`config.mk`:
```
export PLATFORM = sky130hd
export DESIGN_NAME = alu_op_sequencer_flat
export DESIGN_NICKNAME = d
export VERILOG_FILES = /design/src/rtl/alu_pkg.sv /design/src/rtl/alu_op_sequencer_if.sv /design/src/rtl/btn_press_detect.sv /design/src/rtl/alu_op_sequencer.sv /design/src/flat_wrapper.sv
export SDC_FILE = /design/constraint.sdc
export NUM_CORES = 1
export LEC_CHECK = 0
export CELL_PAD_IN_SITES_DETAIL_PLACEMENT = 1
export CELL_PAD_IN_SITES_GLOBAL_PLACEMENT = 1
export CORE_MARGIN = 2
export CORE_UTILIZATION = 29
export CTS_BUF_LIST = sky130_fd_sc_hd__clkbuf_16
export DETAILED_ROUTE_END_ITERATION = 6
export PLACE_DENSITY = 0.62
export SYNTH_ARGS = -nofsm -noshare
export SYNTH_HDL_FRONTEND = slang
export SYNTH_SLANG_ARGS = --single-unit
```
`constraint.sdc`:
```
create_clock -name clk -period 5.28 [get_ports clk]
set_clock_uncertainty 0.2 [all_clocks]
set_input_delay 0.792 -clock clk [delete_from_list [all_inputs] [get_ports clk]]
set_output_delay 0.792 -clock clk [all_outputs]
set_load 0.01 [all_outputs]
```
`src/rtl/alu_pkg.sv`:
```
// Shared types and constants for the lab ALU op sequencer: op codes, one-hot flags, FSM states.
package alu_pkg;

  typedef enum logic [3:0] {
    OP_ADD = 4'd0,
    OP_SUB = 4'd1,
    OP_MUL = 4'd2,
    OP_DIV = 4'd3,
    OP_MOD = 4'd4,
    OP_AND = 4'd5,
    OP_XOR = 4'd6,
    OP_OR  = 4'd7,
    OP_SHL = 4'd8,
    OP_SHR = 4'd9,
    OP_NOP = 4'hF
  } alu_op_e;

  localparam logic [3:0] FLAG_CARRY = 4'b0001;
  localparam logic [3:0] FLAG_ZERO  = 4'b0010;
  localparam logic [3:0] FLAG_NEG   = 4'b0100;
  localparam logic [3:0] FLAG_OVF   = 4'b1000;

  typedef enum logic [1:0] {
    ST_IDLE = 2'd0,
    ST_EXEC = 2'd1,
    ST_CAPT = 2'd2
  } state_e;

  function automatic logic is_legal_op(input logic [3:0] code);
    return code <= 4'd9;
  endfunction

endpackage

```
`src/rtl/alu_op_sequencer_if.sv`:
```
// Bus between the op sequencer (master) and the combinational ALU core (slave).
interface alu_op_sequencer_if
  import alu_pkg::*;
#(
  parameter int N = 4
) ();

  logic [N-1:0] alu_a;
  logic [N-1:0] alu_b;
  alu_op_e      alu_op;
  logic [N-1:0] alu_result;
  logic [3:0]   alu_flags;

  modport master (
    output alu_a, alu_b, alu_op,
    input  alu_result, alu_flags
  );

  modport slave (
    input  alu_a, alu_b, alu_op,
    output alu_result, alu_flags
  );

endinterface

```
`src/rtl/btn_press_detect.sv`:
```
// Two-flop synchronizer plus falling-edge detect for active-low push buttons; press is registered.
module btn_press_detect #(
  parameter int W = 4
) (
  input  logic         clk,
  input  logic         rst_n,
  input  logic [W-1:0] btn_n,
  output logic [W-1:0] press
);

  logic [W-1:0] sync1_q, sync1_d;
  logic [W-1:0] sync2_q, sync2_d;
  logic [W-1:0] prev_q,  prev_d;
  logic [W-1:0] press_q, press_d;

  always_comb begin
    sync1_d = btn_n;
    sync2_d = sync1_q;
    prev_d  = sync2_q;
    press_d = ~sync2_q & prev_q;
  end

  // Synchronizer and history reset to all-ones so a button held through reset reads as released.
  always_ff @(posedge clk or negedge rst_n) begin
    if (!rst_n) begin
      sync1_q <= '1;
      sync2_q <= '1;
      prev_q  <= '1;
      press_q <= '0;
    end else begin
      // NOTE: non-blocking assignments so each flop samples the value from before the edge.
      sync1_q <= sync1_d;
      sync2_q <= sync2_d;
      prev_q  <= prev_d;
      press_q <= press_d;
    end
  end

  assign press = press_q;

endmodule

```
`src/rtl/alu_op_sequencer.sv`:
```
// Turns button presses into single ALU transactions: latch operands/op, settle, capture result.
module alu_op_sequencer
  import alu_pkg::*;
#(
  parameter int N      = 4,
  parameter int SETTLE = 2
) (
  input  logic                clk,
  input  logic                rst_n,
  input  logic [N-1:0]        a_sw,
  input  logic [N-1:0]        b_sw,
  input  logic [3:0]          btn_n,
  input  logic [1:0]          mode_sw,
  alu_op_sequencer_if.master  alu,
  output logic [N-1:0]        result_q,
  output logic [3:0]          flags_q,
  output logic [3:0]          op_q,
  output logic                busy,
  output logic                done,
  output logic                err
);

  localparam int CW = (SETTLE > 1) ? $clog2(SETTLE) : 1;

  logic [3:0]    press;
  logic [1:0]    idx;
  logic [3:0]    code;
  logic          req_ok;

  state_e        state_q,  state_d;
  logic [CW-1:0] cnt_q,    cnt_d;
  logic [N-1:0]  alu_a_q,  alu_a_d;
  logic [N-1:0]  alu_b_q,  alu_b_d;
  alu_op_e       alu_op_q, alu_op_d;
  logic [N-1:0]  result_d;
  logic [3:0]    flags_d;
  logic [3:0]    op_d;
  logic          busy_q,   busy_d;
  logic          done_q,   done_d;
  logic          err_q,    err_d;

  btn_press_detect #(.W(4)) u_press (
    .clk   (clk),
    .rst_n (rst_n),
    .btn_n (btn_n),
    .press (press)
  );

  // idx is only meaningful when exactly one press is present; req_ok guards that.
  always_comb begin
    idx = 2'd0;
    for (int i = 0; i < 4; i++) begin
      if (press[i]) idx = 2'(i);
    end
    code   = {mode_sw, idx};
    req_ok = ($countones(press) == 1) && is_legal_op(code);
  end

  always_comb begin
    // NOTE: every _d starts from its hold value so no branch can leave it unassigned (no latch).
    state_d  = state_q;
    cnt_d    = cnt_q;
    alu_a_d  = alu_a_q;
    alu_b_d  = alu_b_q;
    alu_op_d = alu_op_q;
    result_d = result_q;
    flags_d  = flags_q;
    op_d     = op_q;
    busy_d   = busy_q;
    done_d   = 1'b0;
    err_d    = 1'b0;

    case (state_q)
      ST_IDLE: begin
        if (|press) begin
          if (req_ok) begin
            alu_a_d  = a_sw;
            alu_b_d  = b_sw;
            alu_op_d = alu_op_e'(code);
            cnt_d    = CW'(SETTLE - 1);
            busy_d   = 1'b1;
            state_d  = ST_EXEC;
          end else begin
            err_d = 1'b1;
          end
        end
      end
      ST_EXEC: begin
        // Capture happens on the edge leaving EXEC so done lands exactly SETTLE cycles after issue.
        if (cnt_q == '0) begin
          result_d = alu.alu_result;
          flags_d  = alu.alu_flags;
          op_d     = alu_op_q;
          alu_op_d = OP_NOP;
          busy_d   = 1'b0;
          done_d   = 1'b1;
          state_d  = ST_CAPT;
        end else begin
          cnt_d = cnt_q - CW'(1);
        end
      end
      ST_CAPT: state_d = ST_IDLE;
      default: state_d = ST_IDLE;
    endcase
  end

  always_ff @(posedge clk or negedge rst_n) begin
    if (!rst_n) begin
      state_q  <= ST_IDLE;
      cnt_q    <= '0;
      alu_a_q  <= '0;
      alu_b_q  <= '0;
      alu_op_q <= OP_NOP;
      result_q <= '0;
      flags_q  <= '0;
      op_q     <= '0;
      busy_q   <= 1'b0;
      done_q   <= 1'b0;
      err_q    <= 1'b0;
    end else begin
      state_q  <= state_d;
      cnt_q    <= cnt_d;
      alu_a_q  <= alu_a_d;
      alu_b_q  <= alu_b_d;
      alu_op_q <= alu_op_d;
      result_q <= result_d;
      flags_q  <= flags_d;
      op_q     <= op_d;
      busy_q   <= busy_d;
      done_q   <= done_d;
      err_q    <= err_d;
    end
  end

  assign alu.alu_a  = alu_a_q;
  assign alu.alu_b  = alu_b_q;
  assign alu.alu_op = alu_op_q;
  assign busy       = busy_q;
  assign done       = done_q;
  assign err        = err_q;

endmodule
```
`src/flat_wrapper.sv`:
```
// flat-port wrapper written by rule: the top's interface ports become plain ports
module alu_op_sequencer_flat import alu_pkg::*;
#(
  parameter int N      = 4,
  parameter int SETTLE = 2
)
  (clk, rst_n, a_sw, b_sw, btn_n, mode_sw, result_q, flags_q, op_q, busy, done, err, alu_alu_a, alu_alu_b, alu_alu_op, alu_alu_result, alu_alu_flags);
  alu_op_sequencer_if #(.N(N)) alu_i ();
  input  logic clk;
  input  logic rst_n;
  input  logic [N-1:0] a_sw;
  input  logic [N-1:0] b_sw;
  input  logic [3:0] btn_n;
  input  logic [1:0] mode_sw;
  output logic [N-1:0] result_q;
  output logic [3:0] flags_q;
  output logic [3:0] op_q;
  output logic busy;
  output logic done;
  output logic err;
  output wire logic [$bits(alu_i.alu_a)-1:0] alu_alu_a;
  output wire logic [$bits(alu_i.alu_b)-1:0] alu_alu_b;
  output wire logic [$bits(alu_i.alu_op)-1:0] alu_alu_op;
  input wire logic [$bits(alu_i.alu_result)-1:0] alu_alu_result;
  input wire logic [$bits(alu_i.alu_flags)-1:0] alu_alu_flags;
  assign alu_alu_a = alu_i.alu_a;
  assign alu_alu_b = alu_i.alu_b;
  assign alu_alu_op = alu_i.alu_op;
  assign alu_i.alu_result = alu_alu_result;
  assign alu_i.alu_flags = alu_alu_flags;
  alu_op_sequencer #(.N(N), .SETTLE(SETTLE)) u_core (.clk(clk), .rst_n(rst_n), .a_sw(a_sw), .b_sw(b_sw), .btn_n(btn_n), .mode_sw(mode_sw), .alu(alu_i), .result_q(result_q), .flags_q(flags_q), .op_q(op_q), .busy(busy), .done(done), .err(err));
endmodule
```
==> results of run 1 <==
-- state kept, by name, indices dropped and copies added (netlist names) --
register / cells
u_core.u_press.prev_d: 4
u_core.flags_q: 4
u_core.alu.alu_a: 4
u_core.err: 1
u_core.result_q: 4
u_core.u_press.press: 4
u_core.op_q: 4
u_core.alu.alu_op: 4
u_core.u_press.sync1_q: 4
u_core.u_press.prev_q: 4
u_core.busy: 1
u_core.done: 1
u_core.alu.alu_b: 4
u_core.cnt_q: 1
u_core.state_q: 2
-- through the flow --
stage | hold slack (ns) | power [mW] | cell area (µm²) | worst slack (ns) | util [%]
floorplan | 0.145 | 0.776 | 1730 | 2.45 | -
global placement | 0.146 | 1.02 | 2310 | 2.12 | 39.5
detailed placement | 0.147 | 1.05 | 2310 | 2.02 | 39.5
CTS | 0.156 | 1.38 | 2470 | 2.02 | 42.2
global route | 0.162 | 1.44 | 2470 | 1.91 | 42.2
finish | 0.155 | 1.35 | 2470 | 2.07 | 42.2
-- power groups by stage --
stage          combinational (mW)  sequential (mW)  clock (mW)
5_1_grt                     0.518            0.574       0.353
6_report                    0.477            0.553       0.323
4_1_cts                     0.487            0.559       0.336
3_5_place_dp                0.486            0.561           0
2_1_floorplan               0.182            0.595           0
3_3_place_gp                0.473            0.551           0
-- cells by family after synthesis --
logic type      synth area share, %
compound gates                 3.69
fa+ha+maj                      4.77
buf+inv                        3.18
flops                          67.6
mux                            16.0
simple gates                   4.77
-- metal layers --
| metal | wire, µm | GRT usage, % |
|---|---|---|
| met1 | 1210 | 12.3 |
| met2 | 1710 | 20.6 |
| met3 | 225 | 4.44 |
| met4 | 29 | 2.54 |
| met5 | 0 | 0 |
-- cell usage after synthesis --
master / n
sky130_fd_sc_hd__a211o_1: 1
sky130_fd_sc_hd__a211oi_4: 1
sky130_fd_sc_hd__a21o_2: 2
sky130_fd_sc_hd__a21oi_1: 2
sky130_fd_sc_hd__buf_2: 2
sky130_fd_sc_hd__buf_8: 1
sky130_fd_sc_hd__dfrtp_1: 30
sky130_fd_sc_hd__dfstp_2: 16
sky130_fd_sc_hd__fa_1: 1
sky130_fd_sc_hd__ha_1: 5
sky130_fd_sc_hd__inv_1: 8
sky130_fd_sc_hd__mux2_2: 17
sky130_fd_sc_hd__mux2_4: 3
sky130_fd_sc_hd__mux2i_1: 4
sky130_fd_sc_hd__nand2b_1: 2
sky130_fd_sc_hd__nor2_1: 5
sky130_fd_sc_hd__nor2b_1: 4
sky130_fd_sc_hd__nor3b_1: 2
sky130_fd_sc_hd__o21bai_1: 1
sky130_fd_sc_hd__or3b_4: 1
-- layout make-up --
cell class	count	area (µm²)	share of cell area, %
clock buffers	6	150	6.08
clock inverters	2	10.0	0.405
inverters	8	30.0	1.22
multi-input cells	51	510	20.7
flip-flops and latches	46	1170	47.4
well taps	75	93.8	3.80
repair buffers	51	503	20.4
-- worst min-delay path by stage --
stage | slack, ns | endpoint | start
CTS | 0.16 | u_core.u_press.prev_d[0]$_DFF_PN1_ | u_core.u_press.sync1_q[0]$_DFF_PN1_
detailed placement | 0.15 | u_core.u_press.prev_d[0]$_DFF_PN1_ | u_core.u_press.sync1_q[0]$_DFF_PN1_
floorplan | 0.15 | u_core.u_press.prev_d[0]$_DFF_PN1_ | u_core.u_press.sync1_q[0]$_DFF_PN1_
finish | 0.15 | u_core.u_press.prev_d[0]$_DFF_PN1_ | u_core.u_press.sync1_q[0]$_DFF_PN1_
global route | 0.16 | u_core.u_press.prev_d[1]$_DFF_PN1_ | u_core.u_press.sync1_q[1]$_DFF_PN1_
global placement | 0.15 | u_core.u_press.prev_d[2]$_DFF_PN1_ | u_core.u_press.sync1_q[2]$_DFF_PN1_
==> impl_metrics.sql, run 1 <==
INSERT INTO impl_metrics (metric_group, metric, value, unit) VALUES
('setup_path', 'worstSetupStartpoint', 'u_core.u_press.press[1]$_DFF_PN0_', ''),
('grt', 'aggregate_global_route_resource_usage', '11.3', '%'),
('timing', 'tightestPinTransition', '0.962', 'ns'),
('layout', 'layout.nets', '193', ''),
('synthesis', 'synth_top_cells_by_area', 'sky130_fd_sc_hd__dfrtp_1 43%, sky130_fd_sc_hd__dfstp_2 24%, sky130_fd_sc_hd__mux2_2 11%', ''),
('cts', 'post_cts_buffers', '0', ''),
('floorplanning', 'die-area', '0.00661', 'mm²'),
('floorplanning', 'die_h', '81.3', 'µm'),
('cts', 'clock-sinks', '46', ''),
('drt', 'drt-initial-drc-count', '55', ''),
('grt', 'gr_overflow_total', '0', ''),
('setup_path', 'critical_path.endpoint_type', 'register', ''),
('power', 'p_int', '0.989', 'mW'),
('synthesis', 'synth.top_cell.area_share', '43.4', '%'),
('cts', 'cts_hold_buf', '0', ''),
('setup_path', 'register_to_register_path_depth', '7', ''),
('cts', 'root_buffer', 'sky130_fd_sc_hd__clkbuf_16', ''),
('power', 'leakage', '1.04', 'nW'),
('timing', 'setup_tns', '0', 'ns'),
('setup_path', 'worstPathRequired', '5.24', 'ns'),
('grt', 'grt_pass1_vias', '1209', ''),
('timing', 'fmax', '311', 'MHz'),
('power', 'power.net_switching', '0.365', 'mW'),
('setup_path', 'crit_fanout', '15', ''),
('setup_path', 'path_class', 'reg -> reg', ''),
('timing', 'relSlewSlack', '35.8', '%'),
('synthesis', 'synth_top_cell_by_area', 'sky130_fd_sc_hd__dfrtp_1', ''),
('cts', 'cts-htree-levels', '2', ''),
('layout', 'filler_cells', '598', ''),
('drt', 'drt-wirelength-per-cell', '13.3', 'µm'),
('synthesis', 'synth_area_per_cell', '16.0', 'µm²'),
('setup_path', 'start_kind', 'register', ''),
('synthesis', 'synth.net_count', '138', ''),
('placed_design', 'detailed_place_hpwl', '2360', 'µm'),
('layout', 'num_antenna_cells', '0', ''),
('setup_path', 'cp_max_stage_cell', 'sky130_fd_sc_hd__a211oi_4', ''),
('placed_design', 'final_weighted_congestion_in_routability_driven_placement', '0.704', ''),
('power', 'power-per-cell-area', '548', 'mW/mm²'),
('setup_path', 'path_depth', '7', ''),
('timing', 'grt_setup_unrepaired', 'false', ''),
('power', 'swShare', '26.9', '%'),
('grt', 'grt_first_pass_wirelength', '5710', 'µm'),
('layout', 'final_layout_size_suffix_gt1_share', '31.1', '%'),
('cts', 'tritoncts.num_buffers', '5', ''),
('timing', 'min_period', '3.21', 'ns'),
('setup_path', 'r2r-end', 'u_core.alu.alu_b[3]$_DFFE_PN0P_', ''),
('layout', 'syn2layout_area_growth', '42.6', '%'),
('cts', 'post_cts_resized', '0', ''),
('drt', 'finalWirelength', '3180', 'µm'),
('setup_path', 'timing.rr.start', 'u_core.u_press.press[1]$_DFF_PN0_', ''),
('power', 'seq_power_share', '40.9', '%'),
('hold_path', 'hold-path-cell-count', '0', ''),
('synthesis', 'synth_sequential_area_ratio', '67.6', '%'),
('floorplanning', 'coreArea', '0.00585', 'mm²'),
('setup_path', 'cp_slowest_stage_delay', '0.73', 'ns'),
('power', 'power_frac_comb', '35.2', '%'),
('setup_path', 'critical-path-top-cell-by-count', 'sky130_fd_sc_hd__ha_1', ''),
('drt', 'routed_via_density', '4.32', ''),
('timing', 'hold_violation_count_in_the_final_report', '0', ''),
('layout', 'layout.cells.non_filler', '239', ''),
('hold_path', 'worstHoldPathType', 'reg -> reg', ''),
('placed_design', 'io_buffers', '50', ''),
('run', 'max-cap-violations', '0', ''),
('floorplanning', 'floorplan.io_pins', '51', ''),
('synthesis', 'synth.distinct_cells', '20', ''),
('placed_design', 'post_placement_cell_count', '231', ''),
('status', 'status', 'finished clean', ''),
('cts', 'cts-root-to-sink-buffers', '2', ''),
('layout', 'final_common_cell', 'sky130_fd_sc_hd__clkdlybuf4s50_1', ''),
('synthesis', 'syn-instance-count', '108', ''),
('power', 'ir_worst_vdd', '0.182', 'mV');
No activity file was read; power rests on OpenSTA's default activity.
==> run 2: changes to the inputs <==
Clock period 5.28 ns to 3 ns, I/O delays scaled along.
==> run 2 against run 1 <==
  * Maximum frequency increased by 13%
  * Cell count increased by 1.3%
  * Via count decreased by 0.77%
  * Critical endpoint is now u_core.alu.alu_a[2]$_DFFE_PN0P_
  * Largest power group unchanged
  * Highest routed layer unchanged
==> impl_metrics.sql, run 2 (synthesis results as in run 1) <==
INSERT INTO impl_metrics (metric_group, metric, value, unit) VALUES
('status', 'status', 'finished clean', ''),
('cts', 'clk-insertion-delay-late', '0.28', 'ns'),
('timing', 'fmax', '353', 'MHz'),
('timing', 'fin_crit_sh', '94.5', '%'),
('setup_path', 'critical_path.endpoint_type', 'register', ''),
('layout', 'layout.nets', '196', ''),
('cts', 'post_cts_resized', '0', ''),
('drt', 'topRoutingLayerUsed', 'met4', ''),
('placed_design', 'io_buffers', '50', ''),
('floorplanning', 'die_h', '81.3', 'µm'),
('cts', 'cts-root-to-sink-buffers', '2', ''),
('placed_design', 'detailed_place_hpwl', '2380', 'µm'),
('power', 'leakage', '1.05', 'nW'),
('drt', 'dr_wl_met2', '1660', 'µm'),
('layout', 'syn2layout_area_growth', '42.7', '%'),
('setup_path', 'register_to_register_path_depth', '8', ''),
('timing', 'relSlewSlack', '33.2', '%'),
('layout', 'final_common_cell', 'sky130_fd_sc_hd__clkdlybuf4s50_1', ''),
('hold_path', 'worstHoldPathType', 'in -> async', ''),
('layout', 'final_layout_size_suffix_gt1_share', '31.7', '%'),
('cts', 'post_cts_buffers', '0', ''),
('layout', 'layout_common_cells', '49 x sky130_fd_sc_hd__clkdlybuf4s50_1, 30 x sky130_fd_sc_hd__dfrtp_1, 17 x sky130_fd_sc_hd__mux2_2', ''),
('timing', 'final_max_slew_viol_count', '0', ''),
('layout', 'filler_cells', '597', ''),
('cts', 'tritoncts.num_buffers', '5', ''),
('setup_path', 'crit_fanout', '5', ''),
('floorplanning', 'initial_core_util', '29.6', '%'),
('timing', 'grt_setup_unrepaired', 'false', ''),
('placed_design', 'final_weighted_congestion_in_routability_driven_placement', '0.709', ''),
('grt', 'gr_overflow_total', '0', ''),
('cts', 'cts_tree', 'yes', ''),
('drt', 'num_vias', '1025', ''),
('timing', 'hold_violation_count_in_the_final_report', '0', ''),
('layout', 'multi_input_area', '510', 'µm²'),
('layout', 'num_antenna_cells', '0', ''),
('setup_path', 'path_class', 'reg -> reg', ''),
('grt', 'grt_pass1_vias', '1219', ''),
('floorplanning', 'coreArea', '0.00585', 'mm²'),
('drt', 'wirelength_met1', '1350', 'µm'),
('timing', 'finalSetupViolations', '0', ''),
('drt', 'routed-wl-met3', '209', 'µm'),
('cts', 'root_buffer', 'sky130_fd_sc_hd__clkbuf_16', ''),
('cts', 'clock-sinks', '46', ''),
('drt', 'routed_via_density', '4.24', ''),
('grt', 'antenna_found_initial', '0', ''),
('setup_path', 'start_kind', 'register', ''),
('power', 'power-per-cell-area', '947', 'mW/mm²'),
('grt', 'grt_first_pass_wirelength', '5660', 'µm'),
('setup_path', 'worstPathRequired', '2.97', 'ns'),
('power', 'ir_worst_vdd', '0.411', 'mV'),
('timing', 'setup_tns', '0', 'ns'),
('timing', 'tightestPinTransition', '1.00', 'ns'),
('floorplanning', 'dieWidth', '81.3', 'µm'),
('run', 'max-cap-violations', '0', ''),
('layout', 'fin_util', '42.2', '%'),
('timing', 'min_period', '2.84', 'ns'),
('floorplanning', 'placement_rows', '28', ''),
('layout', 'seq_area', '0.00117', 'mm²'),
('setup_path', 'crit_arrival', '2.80', 'ns'),
('drt', 'antenna_left', '0', ''),
('floorplanning', 'die-area', '0.00661', 'mm²'),
('cts', 'clk_transition_reported_paths', '0.06', 'ns'),
('cts', 'cts-htree-levels', '2', ''),
('grt', 'maximum_number_of_pins_on_one_net_before_global_route_repair', '47', ''),
('cts', 'cts_hold_buf', '0', ''),
('grt', 'aggregate_global_route_resource_usage', '11.3', '%'),
('drt', 'drt-initial-drc-count', '8', ''),
('floorplanning', 'floorplan.io_pins', '51', ''),
('drt', 'route.detailed.drc', '0', ''),
('timing', 'hold_ws', '0.140', 'ns'),
('drt', 'drt_first_pass_iters', '2', ''),
('drt', 'drt-wirelength-per-cell', '13.5', 'µm'),
('drt', 'finalWirelength', '3260', 'µm');
[run 2: changes by cell type in the layout (fill, tap and decap cells not counted), sizes merged]
cell / previous run / this run
buf: 2 / 5
clkbuf: 6 / 5
inv: 8 / 9
[run 2: final cells by class]
cell class	count	area share, %
Sequential cell	46	47.4
Multi-Input combinational cell	51	20.7
Tap cell	75	3.80
Clock buffer	5	5.06
Inverter	8	1.22
Clock inverter	3	0.608
Timing Repair Buffer	54	21.3
[run 2: where the power goes]
part / leakage (nW) / switching, mW / total [mW] / internal, mW
combinational: 0.446 / 0.304 / 0.848 / 0.544
sequential: 0.528 / 0.117 / 0.968 / 0.851
clock: 0.0716 / 0.220 / 0.525 / 0.304
total: 1.05 / 0.642 / 2.34 / 1.70
[run 2: path summary, 6_finish.rpt]
check / from / to / slack, ns
min in group clk: u_core.u_press.sync1_q[0]$_DFF_PN1_ / u_core.u_press.prev_d[0]$_DFF_PN1_ / 0.15
max reg2reg: u_core.u_press.press[2]$_DFF_PN0_ / u_core.alu.alu_a[2]$_DFFE_PN0P_ / 0.16
min: rst_n / u_core.alu.alu_b[3]$_DFFE_PN0P_ / 0.14
min reg2reg: u_core.u_press.sync1_q[0]$_DFF_PN1_ / u_core.u_press.prev_d[0]$_DFF_PN1_ / 0.15
max: u_core.u_press.press[2]$_DFF_PN0_ / u_core.alu.alu_a[2]$_DFFE_PN0P_ / 0.16
max in group asynchronous: rst_n / u_core.flags_q[1]$_DFFE_PN0P_ / 1.85
[run 2: worst max-delay path, stage by stage (launching register included)]
cell	delay [ns]
sky130_fd_sc_hd__dfrtp_1	0.34
sky130_fd_sc_hd__inv_1	0.06
sky130_fd_sc_hd__ha_1	0.30
sky130_fd_sc_hd__ha_1	0.19
sky130_fd_sc_hd__fa_1	0.45
sky130_fd_sc_hd__or3b_4	0.43
sky130_fd_sc_hd__a211oi_4	0.22
sky130_fd_sc_hd__buf_4	0.18
sky130_fd_sc_hd__mux2_2	0.34
[run 2: per-layer routing]
metal	GRT usage [%]	vias up
met5	0	-
met2	19.6	36
met1	13.6	514
li1	-	472
met3	3.89	3
met4	2.54	0
[run 2: per-stage QoR]
stage          instance area, µm²  cells  total power [mW]  setup WS, ns
4_1_cts                      2470    242              2.39         0.141
6_report                     2470    242              2.34         0.165
3_5_place_dp                 2330    234              1.84         0.143
3_3_place_gp                 2330    234              1.81         0.249
5_1_grt                      2470    242              2.50        0.0150
2_1_floorplan                1730    108              1.37         0.167
==> run 3: changes to the inputs <==
Settings changed: CAP_MARGIN set to 10, HOLD_SLACK_MARGIN set to 0.08.
==> results of run 3 <==
No change in the layout: final DEF, timing and power equal those of run 2.
